--- src/rtl/addsub_pkg.sv ---
// Shared definitions for the pipelined adder/subtractor: op encodings,
// the per-beat flag bundle and small op-decoding helpers.
package addsub_pkg;

    localparam logic [1:0] OP_ADD  = 2'd0;
    localparam logic [1:0] OP_SUB  = 2'd1;
    localparam logic [1:0] OP_ADDS = 2'd2;
    localparam logic [1:0] OP_SUBS = 2'd3;

    typedef struct packed {
        logic cout;
        logic overflow;
        logic zero;
        logic neg;
    } flags_t;

    function automatic logic is_sub_op(input logic [1:0] op);
        return (op == OP_SUB) || (op == OP_SUBS);
    endfunction

    function automatic logic is_sat_op(input logic [1:0] op);
        return (op == OP_ADDS) || (op == OP_SUBS);
    endfunction

endpackage

--- src/rtl/addsub_slice.sv ---
// One registered SW-bit carry-chain slice; also reports the carry into its
// top bit so the most significant slice can derive signed overflow.
module addsub_slice #(
    parameter int SW = 8
) (
    input  logic          clk,
    input  logic          rst_n,
    input  logic          en,
    input  logic          valid_in,
    input  logic [SW-1:0] a,
    input  logic [SW-1:0] b,
    input  logic          cin,
    output logic          valid_out,
    output logic [SW-1:0] sum,
    output logic          cout,
    output logic          cmsb
);
    import addsub_pkg::*;

    logic [SW:0] total;
    logic        cmsb_next;

    always_comb begin
        total     = {1'b0, a} + {1'b0, b} + {{SW{1'b0}}, cin};
        cmsb_next = total[SW-1] ^ a[SW-1] ^ b[SW-1];
    end

    // Data only follows valid beats so a bubble never disturbs a held result.
    always_ff @(posedge clk) begin
        if (!rst_n) begin
            valid_out <= 1'b0;
            sum       <= '0;
            cout      <= 1'b0;
            cmsb      <= 1'b0;
        end else if (en) begin
            valid_out <= valid_in;
            if (valid_in) begin
                sum  <= total[SW-1:0];
                cout <= total[SW];
                cmsb <= cmsb_next;
            end
        end
    end

endmodule

--- src/rtl/addsub_pipe.sv ---
// Pipelined add/subtract with optional signed saturation. The carry chain is
// cut into STAGES slices; slice k resolves in stage k with its carry registered.
module addsub_pipe #(
    parameter int WIDTH  = 32,
    parameter int STAGES = 4
) (
    input  logic             clk,
    input  logic             rst_n,
    input  logic             in_valid,
    output logic             in_ready,
    input  logic [WIDTH-1:0] a,
    input  logic [WIDTH-1:0] b,
    input  logic [1:0]       op,
    output logic             out_valid,
    input  logic             out_ready,
    output logic [WIDTH-1:0] sum,
    output logic             cout,
    output logic             overflow,
    output logic             zero,
    output logic             neg
);
    import addsub_pkg::*;

    localparam int SW = (STAGES > 0) ? (WIDTH / STAGES) : 1;

    if (WIDTH < 8 || WIDTH > 64) begin : g_bad_width
        $fatal(1, "addsub_pipe: WIDTH must be within 8..64");
    end
    if (STAGES < 1 || (WIDTH % STAGES) != 0) begin : g_bad_stages
        $fatal(1, "addsub_pipe: WIDTH must be a positive multiple of STAGES");
    end

    logic              advance;
    logic              sub_in;
    logic [WIDTH-1:0]  b_eff;
    logic [STAGES-1:0] vin;
    logic [STAGES-1:0] valid_s;
    logic [STAGES-1:0] cout_s;
    logic              cmsb_s    [STAGES];
    logic [SW-1:0]     slice_sum [STAGES];
    logic [SW-1:0]     fin       [STAGES];
    logic [1:0]        op_r      [STAGES];
    logic              loaded;
    logic [WIDTH-1:0]  raw;
    logic [WIDTH-1:0]  sat_sum;
    logic              ovf_raw;
    flags_t            flags;

    // The whole pipeline moves as one; only a refused result freezes it.
    assign advance  = !valid_s[STAGES-1] || out_ready;
    assign in_ready = rst_n && advance;
    assign sub_in   = is_sub_op(op);
    assign b_eff    = sub_in ? ~b : b;

    always_comb begin
        vin[0] = in_valid && in_ready;
        for (int k = 1; k < STAGES; k++) begin
            vin[k] = valid_s[k-1];
        end
    end

    for (genvar j = 0; j < STAGES; j++) begin : g_chunk
        logic [SW-1:0] a_c;
        logic [SW-1:0] b_c;
        logic          c_in;

        if (j == 0) begin : g_direct
            assign a_c  = a[SW-1:0];
            assign b_c  = b_eff[SW-1:0];
            assign c_in = sub_in;
        end else begin : g_delay
            // Upper operand chunks wait j stages until their slice's turn.
            logic [SW-1:0] a_r [1:j];
            logic [SW-1:0] b_r [1:j];

            always_ff @(posedge clk) begin
                if (advance && vin[0]) begin
                    a_r[1] <= a[j*SW +: SW];
                    b_r[1] <= b_eff[j*SW +: SW];
                end
                for (int i = 2; i <= j; i++) begin
                    if (advance && vin[i-1]) begin
                        a_r[i] <= a_r[i-1];
                        b_r[i] <= b_r[i-1];
                    end
                end
            end

            assign a_c  = a_r[j];
            assign b_c  = b_r[j];
            assign c_in = cout_s[j-1];
        end

        addsub_slice #(
            .SW(SW)
        ) u_slice (
            .clk       (clk),
            .rst_n     (rst_n),
            .en        (advance),
            .valid_in  (vin[j]),
            .a         (a_c),
            .b         (b_c),
            .cin       (c_in),
            .valid_out (valid_s[j]),
            .sum       (slice_sum[j]),
            .cout      (cout_s[j]),
            .cmsb      (cmsb_s[j])
        );

        if (j == STAGES - 1) begin : g_last
            assign fin[j] = slice_sum[j];
        end else begin : g_align
            // Resolved lower chunks ride along until the top slice catches up.
            logic [SW-1:0] s_r [1:STAGES-1-j];

            always_ff @(posedge clk) begin
                if (!rst_n) begin
                    for (int i = 1; i <= STAGES - 1 - j; i++) begin
                        s_r[i] <= '0;
                    end
                end else begin
                    if (advance && vin[j+1]) begin
                        s_r[1] <= slice_sum[j];
                    end
                    for (int i = 2; i <= STAGES - 1 - j; i++) begin
                        if (advance && vin[j+i]) begin
                            s_r[i] <= s_r[i-1];
                        end
                    end
                end
            end

            assign fin[j] = s_r[STAGES-1-j];
        end
    end

    always_ff @(posedge clk) begin
        if (!rst_n) begin
            for (int k = 0; k < STAGES; k++) begin
                op_r[k] <= OP_ADD;
            end
            loaded <= 1'b0;
        end else begin
            if (advance && vin[0]) begin
                op_r[0] <= op;
            end
            for (int k = 1; k < STAGES; k++) begin
                if (advance && vin[k]) begin
                    op_r[k] <= op_r[k-1];
                end
            end
            if (advance && vin[STAGES-1]) begin
                loaded <= 1'b1;
            end
        end
    end

    // Zero is qualified by 'loaded' so the post-reset all-zero result reads as no flags.
    always_comb begin
        raw = '0;
        for (int k = 0; k < STAGES; k++) begin
            raw[k*SW +: SW] = fin[k];
        end
        ovf_raw = cmsb_s[STAGES-1] ^ cout_s[STAGES-1];
        sat_sum = raw;
        if (ovf_raw && is_sat_op(op_r[STAGES-1])) begin
            sat_sum = raw[WIDTH-1] ? {1'b0, {(WIDTH-1){1'b1}}}
                                   : {1'b1, {(WIDTH-1){1'b0}}};
        end
        flags.cout     = cout_s[STAGES-1];
        flags.overflow = ovf_raw;
        flags.zero     = loaded && (sat_sum == '0);
        flags.neg      = sat_sum[WIDTH-1];
    end

    assign out_valid = valid_s[STAGES-1];
    assign sum       = sat_sum;
    assign cout      = flags.cout;
    assign overflow  = flags.overflow;
    assign zero      = flags.zero;
    assign neg       = flags.neg;

endmodule

--- config.mk ---
export PLATFORM = sky130hd
export DESIGN_NAME = addsub_pipe
export DESIGN_NICKNAME = d
export VERILOG_FILES = /design/src/rtl/addsub_pkg.sv /design/src/rtl/addsub_slice.sv /design/src/rtl/addsub_pipe.sv
export SDC_FILE = /design/constraint.sdc
export NUM_CORES = 1
export LEC_CHECK = 0
export ABC_AREA = 1
export CORE_MARGIN = 2
export CORE_UTILIZATION = 45
export CTS_BUF_LIST = sky130_fd_sc_hd__clkbuf_4 sky130_fd_sc_hd__clkbuf_8 sky130_fd_sc_hd__clkbuf_16
export CTS_CLUSTER_SIZE = 8
export DETAILED_ROUTE_END_ITERATION = 8
export PLACE_DENSITY = 0.75
export SYNTH_ARGS = -nofsm -noshare
export SYNTH_HDL_FRONTEND = slang
export SYNTH_SLANG_ARGS = --single-unit
--- constraint.sdc ---
create_clock -name clk -period 2.2 [get_ports clk]
set_input_delay 0.44 -clock clk [delete_from_list [all_inputs] [get_ports clk]]
set_output_delay 0.44 -clock clk [all_outputs]
set_load 0.01 [all_outputs]
; Word level (Yosys, flattened, before mapping)
; Memory sizes are Yosys's and may differ from the RTL's.
; Cells that the tools add are included.
[op_classes]
bitwise = 14
n_eq_ne = 4
n_addsub = 8
n_reduce_logical = 17
mux = 29
[op_table]
columns = op, count
row1 = 32-bit two-way mux, 3
row2 = 8-bit two-way mux, 6
row3 = 8-bit by 8-bit adder with 9-bit output, 4
row4 = 9-bit by 1-bit adder with 9-bit output, 4
row5 = 32-bit logical NOT, 1
row6 = 32-bit NOT, 1
row7 = 1-bit two-way mux, 16
row8 = 1-bit bitwise OR, 10
row9 = 1-bit logical AND, 8
row10 = 2-bit two-way mux, 4
row11 = 2-bit AND reduction, 4
row12 = 2-bit == test (second input constant), 3
row13 = 1-bit logical OR, 3
row14 = 1-bit XOR, 3
row15 = 2-bit by 1-bit == test with 1-bit output (second input constant), 1
row16 = 1-bit logical NOT, 1
[totals]
reg_bits = 42
ram_bits = 152
out_inout_bits = 38
input_bits = 70
word_cells = 96
n_memories = 10
[mem_list]
columns = memory, words, width, read_ports, rd_ports_with_merged_regs, wr, line
row1 = g_chunk[0].g_align.s_r, 3, 8, 3, 0, 3, addsub_pipe.sv:114  ; logic [SW-1:0] s_r [1:STAGES-1-j];
row2 = g_chunk[3].g_delay.a_r, 3, 8, 3, 0, 3, addsub_pipe.sv:73  ; logic [SW-1:0] a_r [1:j];
row3 = g_chunk[3].g_delay.b_r, 3, 8, 3, 0, 3, addsub_pipe.sv:74  ; logic [SW-1:0] b_r [1:j];
row4 = g_chunk[1].g_align.s_r, 2, 8, 2, 0, 2, addsub_pipe.sv:114
row5 = g_chunk[2].g_delay.a_r, 2, 8, 2, 0, 2, addsub_pipe.sv:73
row6 = g_chunk[2].g_delay.b_r, 2, 8, 2, 0, 2, addsub_pipe.sv:74
row7 = 4 more memories, --, --, --, --, --, --

; Longest topological paths before layout
[logic_depth]
depth_word = 9
ltp_mapped = 13
depth_no_buf = 11

; By module
; A second synthesis with hierarchy kept.
[hier_totals]
hier_cells = 882
area_unflattened_um2 = 8978.6
[by_module_without_submodules]
columns = module, seq_area_each_um2, n_inst, cells_each, area_each_um2
row1 = addsub_pipe, 4464.3, 1, 421, 5731.7
row2 = addsub_slice at g_chunk[1].u_slice ..., 220.2, 2, 113, 814.5
row3 = addsub_slice at g_chunk[3].u_slice, 220.2, 1, 119, 810.8
row4 = addsub_slice at g_chunk[0].u_slice, 220.2, 1, 116, 807.0

; Worst setup path after synthesis
; Ideal clock, no wire load.
[synth_path]
kind = in2reg
startpoint = in rst_n
endpoint = reg g_chunk[1].g_delay.a_r[1][0] (netlist name)
path_slack_ns = -0.004
required_ns = 1.795
n_path_buf = 0
setup_ns = 0.405
stages = 4
arrival_time_ns = 1.799
path_cell_list = inv_2 nor2_4 nand2_2 inv_1
[synth_rtl]
columns = item, line
row1 = "start, declared", addsub_pipe.sv:8  ; input logic rst_n,

; Worst setup path in the final report
[layout_path]
startpoint = reg g_chunk[3].u_slice.cmsb
endpoint = out zero
[layout_via]
elab_chain_cells = 5
[layout_rtl]
columns = item, line
row1 = "start, declared", addsub_slice.sv:16  ; output logic cmsb
row2 = "start signal, assigned", addsub_slice.sv:40  ; cmsb <= cmsb_next;
row3 = 1-bit XOR, addsub_pipe.sv:164  ; ovf_raw = cmsb_s[STAGES-1] ^ cout_s[STAGES-1];
row4 = 1-bit logical AND, addsub_pipe.sv:166  ; if (ovf_raw && is_sat_op(op_r[STAGES-1])) begin
row5 = 32-bit two-way mux, addsub_pipe.sv:166
row6 = 32-bit logical NOT, addsub_pipe.sv:172  ; flags.zero = loaded && (sat_sum == '0);
row7 = 1-bit logical AND, addsub_pipe.sv:172
row8 = "end, declared", addsub_pipe.sv:19  ; output logic zero,
; No other way between the ends.

==> out/results.md <==
| Step | Result | This run |
|---|---|---|
| status | Status | complete, but fails checks |
| status | Violations in the final reports | negative setup slack |
| critical path | Critical path data required time | 1.76 ns |
| routing | Residual DRC count | 0 |
| routing | Mean routed wirelength per cell | 12.8 microns |
| placement | Final HPWL DP | 10900 microns |
| layout | Antenna cell count | 0 |
| yosys | Flop and latch count out of synthesis | 190 |
| yosys | Syn Inst Count | 786 |
| clocking | Clock insertion delay at the later pin of the skew report | 0.43 ns |
| pwr | Worst VDD drop | 0.563 mV |
| timing | Final clock period utilization by the worst path | 1.05 |
| routing | Via count normalized by instance count | 4.72 |
| yosys | Summed instance area of the synthesized netlist | 0.00856 sq mm |
| timing | Min Hold Slack | 0.415 ns |
| clocking | H-tree levels | 4 |
| layout | Layout overhead on the synthesized area | 25.1% |
| die | Number of placement rows | 50 |
| min path | Worst hold path type | flip-flop to flip-flop |
| yosys | Top post-synthesis cells by area | sky130_fd_sc_hd__edfxtp_1, sky130_fd_sc_hd__dfxtp_1, sky130_fd_sc_hd__nand2_1, sky130_fd_sc_hd__inv_1, sky130_fd_sc_hd__ha_1 |
| pwr | Leakage dissipation | 4.47 nW |
| timing | Unrepaired setup endpoints after global routing | true |
| timing | Max transition margin | 0.730 |
| yosys | Syn Area/Cell | 10.9 sq um |
| yosys | EDFF count, synth | 148 |
| yosys | Count of distinct cell types in the synthesized netlist | 38 |
| critical path | Arrival time worst endpoint | 1.87 ns |
| layout | Final design area excluding fillers | 0.0107 sq mm |
| routing | Vias | 5543 |
| global route | Number of global-route vias before repair | 5318 |
| routing | Detailed-route wire length | 15000 microns |
| pwr | Post-layout power | 7.84 mW |
| critical path | Peak fanout along the critical path | 9 |
| timing | Hold Violations, Final | 0 |
| placement | DP Worst Slack | -0.0629 ns |
| global route | Maximum number of pins on one net before global-route repair | 32 |
| layout | Commonest cells after routing, fill and taps aside | sky130_fd_sc_hd__edfxtp_1, sky130_fd_sc_hd__nand2_1, sky130_fd_sc_hd__inv_1, sky130_fd_sc_hd__clkdlybuf4s50_1, sky130_fd_sc_hd__nor2_1 |
| clocking | Clock buffer count from CTS | 17 |
| die | CORE AREA | 0.0187 sq mm |
| placement | Final weighted congestion in routability-driven placement | 0.855 |
| layout | Share of post-route cells with drive strength above 1 | 0.147 |
| die | Die area | 0.0201 sq mm |
| run | Max cap viols | 0 |
| critical path | Sort of element at the end of the critical path | primary output |
| clocking | Worst-path clk slew | 0.06 ns |
| timing | Min Clock Period, post-route | 2.31 ns |
| timing | Max Fclk | 433 MHz |
| yosys | Main flop type after synthesis | sky130_fd_sc_hd__edfxtp_1 |
| clocking | Clk buf depth | 2 |
| layout | Fill cells | 1493 |
| clocking | TritonCTS clock tree | built |
| min path | Min-delay src | g_chunk[3].g_delay.b_r[0][15] |
| yosys | Ys async rst share | 0 |
| die | I/O pin cnt | 108 |
| die | Starting density of the core | 0.458 |
| layout | Finished Layout Cells | 1175 |
| routing | Number of detailed-routing iterations run before antenna repair | 4 |
| critical path | Category of the worst setup path launch point | flip-flop |
| yosys | Area share of the largest cell type after synthesis | 0.519 |
| critical path | Launching point of the worst reg2reg path | g_chunk[2].g_delay.a_r[2][0] |
| timing | Final setup violating endpoints | 5 |
| yosys | Post-synthesis mux area share | 0 |
| global route | Antenna violations before repair | 0 |
| die | Die boundary height | 142 microns |
| timing | Tightest Pin Transition | 0.400 ns |
| die | Horizontal die dimension | 142 microns |
| global route | Aggregate global routing overflow | 0 |
| layout | Most common cell after layout, fill and taps aside | sky130_fd_sc_hd__edfxtp_1 |
| placement | Number of placed cells counting well taps | 1132 |
| yosys | Complex-gate fraction of the synthesized area | 0.0653 |
| layout | Number of nets in the layout | 1033 |
| critical path | Critical path class | flip-flop to primary output |
| global route | Wire length of the first global-routing pass | 24700 microns |
| clocking | Clock tree sinks | 190 |
| placement | Standard cell area after detailed placement | 0.0100 sq mm |
| routing | Starting DRT DRC Count | 248 |
| yosys | Net Count, Synth | 891 |
| placement | Number of buffers inserted by port buffering | 107 |
| pwr | Power density over cell area | 733 mW/mm^2 |
| clocking | Clock tree root buffer cell | sky130_fd_sc_hd__clkbuf_16 |
| yosys | Cell type with the largest total area after synthesis | sky130_fd_sc_hd__edfxtp_1 |
| timing | Setup Skew | 0.00610 ns |
| yosys | Simple-gate portion of the synthesized area | 0.152 |
| yosys | Arithmetic-cell share of the synthesized area counting full adders, half adders and majority gates | 0.0573 |
| timing | Least setup slack across all paths after layout | -0.111 ns |
| timing | Pins Over Slew Limit | 0 |
| global route | Overall global routing resource usage | 0.155 |
| yosys | Fraction of synthesized cell area in xor and xnor cells | 0.0389 |
| yosys | Post-synthesis sequential area ratio | 0.617 |
| yosys | Synth Warn # | 0 |
| routing | Number of routed nets with antenna violations | 0 |
| yosys | Combinational family with the most area after synthesis | simple AND/OR/NAND/NOR gates |
| critical path | Critical path startpoint | g_chunk[3].u_slice.cmsb |
-- power breakdown --
group          internal [mW]  switching [mW]  leakage (nW)
sequential              4.07          0.0645          1.79
clock                   1.57            1.26         0.275
combinational          0.395           0.486          2.41
-- area by class of cell --
cell class,instances,area [sq um],area share
clock inverter,14,118,0.0110
inverter,117,454,0.0424
clock buffer,18,433,0.0404
tap,234,293,0.0273
timing repair buffer,143,1390,0.130
sequential,190,5290,0.494
multi-input combinational,459,2730,0.255
-- sequential cells by signal (all words and copies together), names as in the netlist --
register / count
g_chunk.g_align.s_r: 48
g_chunk.g_delay.a_r: 48
g_chunk.g_delay.b_r: 48
g_chunk.u_slice.cmsb: 1
g_chunk.u_slice.cout: 4
g_chunk.u_slice.sum: 32
g_chunk.u_slice.valid_out: 4
loaded: 1
op_r: 4
-- stage by stage --
step,util,TNS [ns]
after global placement,0.536,-0.0778
final,0.572,-0.291
after CTS,0.567,-0.833
after floorplan,-,0
after global routing,0.572,-0.850
after detailed placement,0.536,-0.0629
-- logic make-up (layout without fill, tap and decap cells) --
family,count (synthesis),in the layout
AND/OR/NAND/NOR,286,286
adder cells (fa/ha/maj),35,35
buffers and inverters,137,292
AO/OA/AOI/OAI,100,100
XOR/XNOR,38,38
flip-flops,190,190
-- routing by layer --
metal	GRT usage	vias up	routed length, microns
met5	0	-	0
met4	0.0668	0	282
met3	0.0351	19	713
met2	0.246	131	7100
met1	0.204	2507	6920
li1	-	2886	-
-- critical path, stage by stage, from the launching register on --
cell and delay [ns]:
sky130_fd_sc_hd__dfxtp_2 0.34, sky130_fd_sc_hd__inv_1 0.06, sky130_fd_sc_hd__nand2_2 0.08, sky130_fd_sc_hd__nand3_4 0.12
sky130_fd_sc_hd__buf_12 0.16, sky130_fd_sc_hd__o21ai_0 0.08, sky130_fd_sc_hd__nand2_1 0.08, sky130_fd_sc_hd__nor2_1 0.16
sky130_fd_sc_hd__nand3_1 0.12, sky130_fd_sc_hd__nor2_1 0.10, sky130_fd_sc_hd__buf_2 0.14
-- final timing paths --
check | slack [ns] | end | cells after the start
max | -0.11 | zero | 10
min | 0.41 | g_chunk[3].g_delay.b_r[0][23] | 0
max reg2reg | 0.25 | g_chunk[2].u_slice.cout | 8
min reg2reg | 0.41 | g_chunk[3].g_delay.b_r[0][23] | 0
-- cell usage after synthesis, types with 2 or more instances --
cell,instances
sky130_fd_sc_hd__a21o_1,2
sky130_fd_sc_hd__a21oi_1,26
sky130_fd_sc_hd__a21oi_2,3
sky130_fd_sc_hd__and2_1,2
sky130_fd_sc_hd__buf_2,12
sky130_fd_sc_hd__buf_6,7
sky130_fd_sc_hd__dfxtp_1,42
sky130_fd_sc_hd__edfxtp_1,148
sky130_fd_sc_hd__fa_1,7
sky130_fd_sc_hd__ha_1,28
sky130_fd_sc_hd__inv_1,110
sky130_fd_sc_hd__inv_2,5
sky130_fd_sc_hd__nand2_1,147
sky130_fd_sc_hd__nand2_2,6
sky130_fd_sc_hd__nand3_1,37
sky130_fd_sc_hd__nand4_1,10
sky130_fd_sc_hd__nor2_1,65
sky130_fd_sc_hd__nor2_2,8
sky130_fd_sc_hd__nor2_4,3
sky130_fd_sc_hd__nor2_8,5
sky130_fd_sc_hd__o21ai_0,43
sky130_fd_sc_hd__o21ai_1,10
sky130_fd_sc_hd__o21ai_2,3
sky130_fd_sc_hd__o21bai_1,2
sky130_fd_sc_hd__o22ai_1,6
sky130_fd_sc_hd__xnor2_1,3
sky130_fd_sc_hd__xor2_1,35
-- what timing repair did --
item	4_1_cts	5_1_grt
pin swaps	0	4
buffers inserted	2	5
hold buffers	0	0
gates resized for setup	49	68
endpoints found under the setup margin	35	29
gates cloned	1	3
Note: power is estimated with default switching activity, not from simulation.
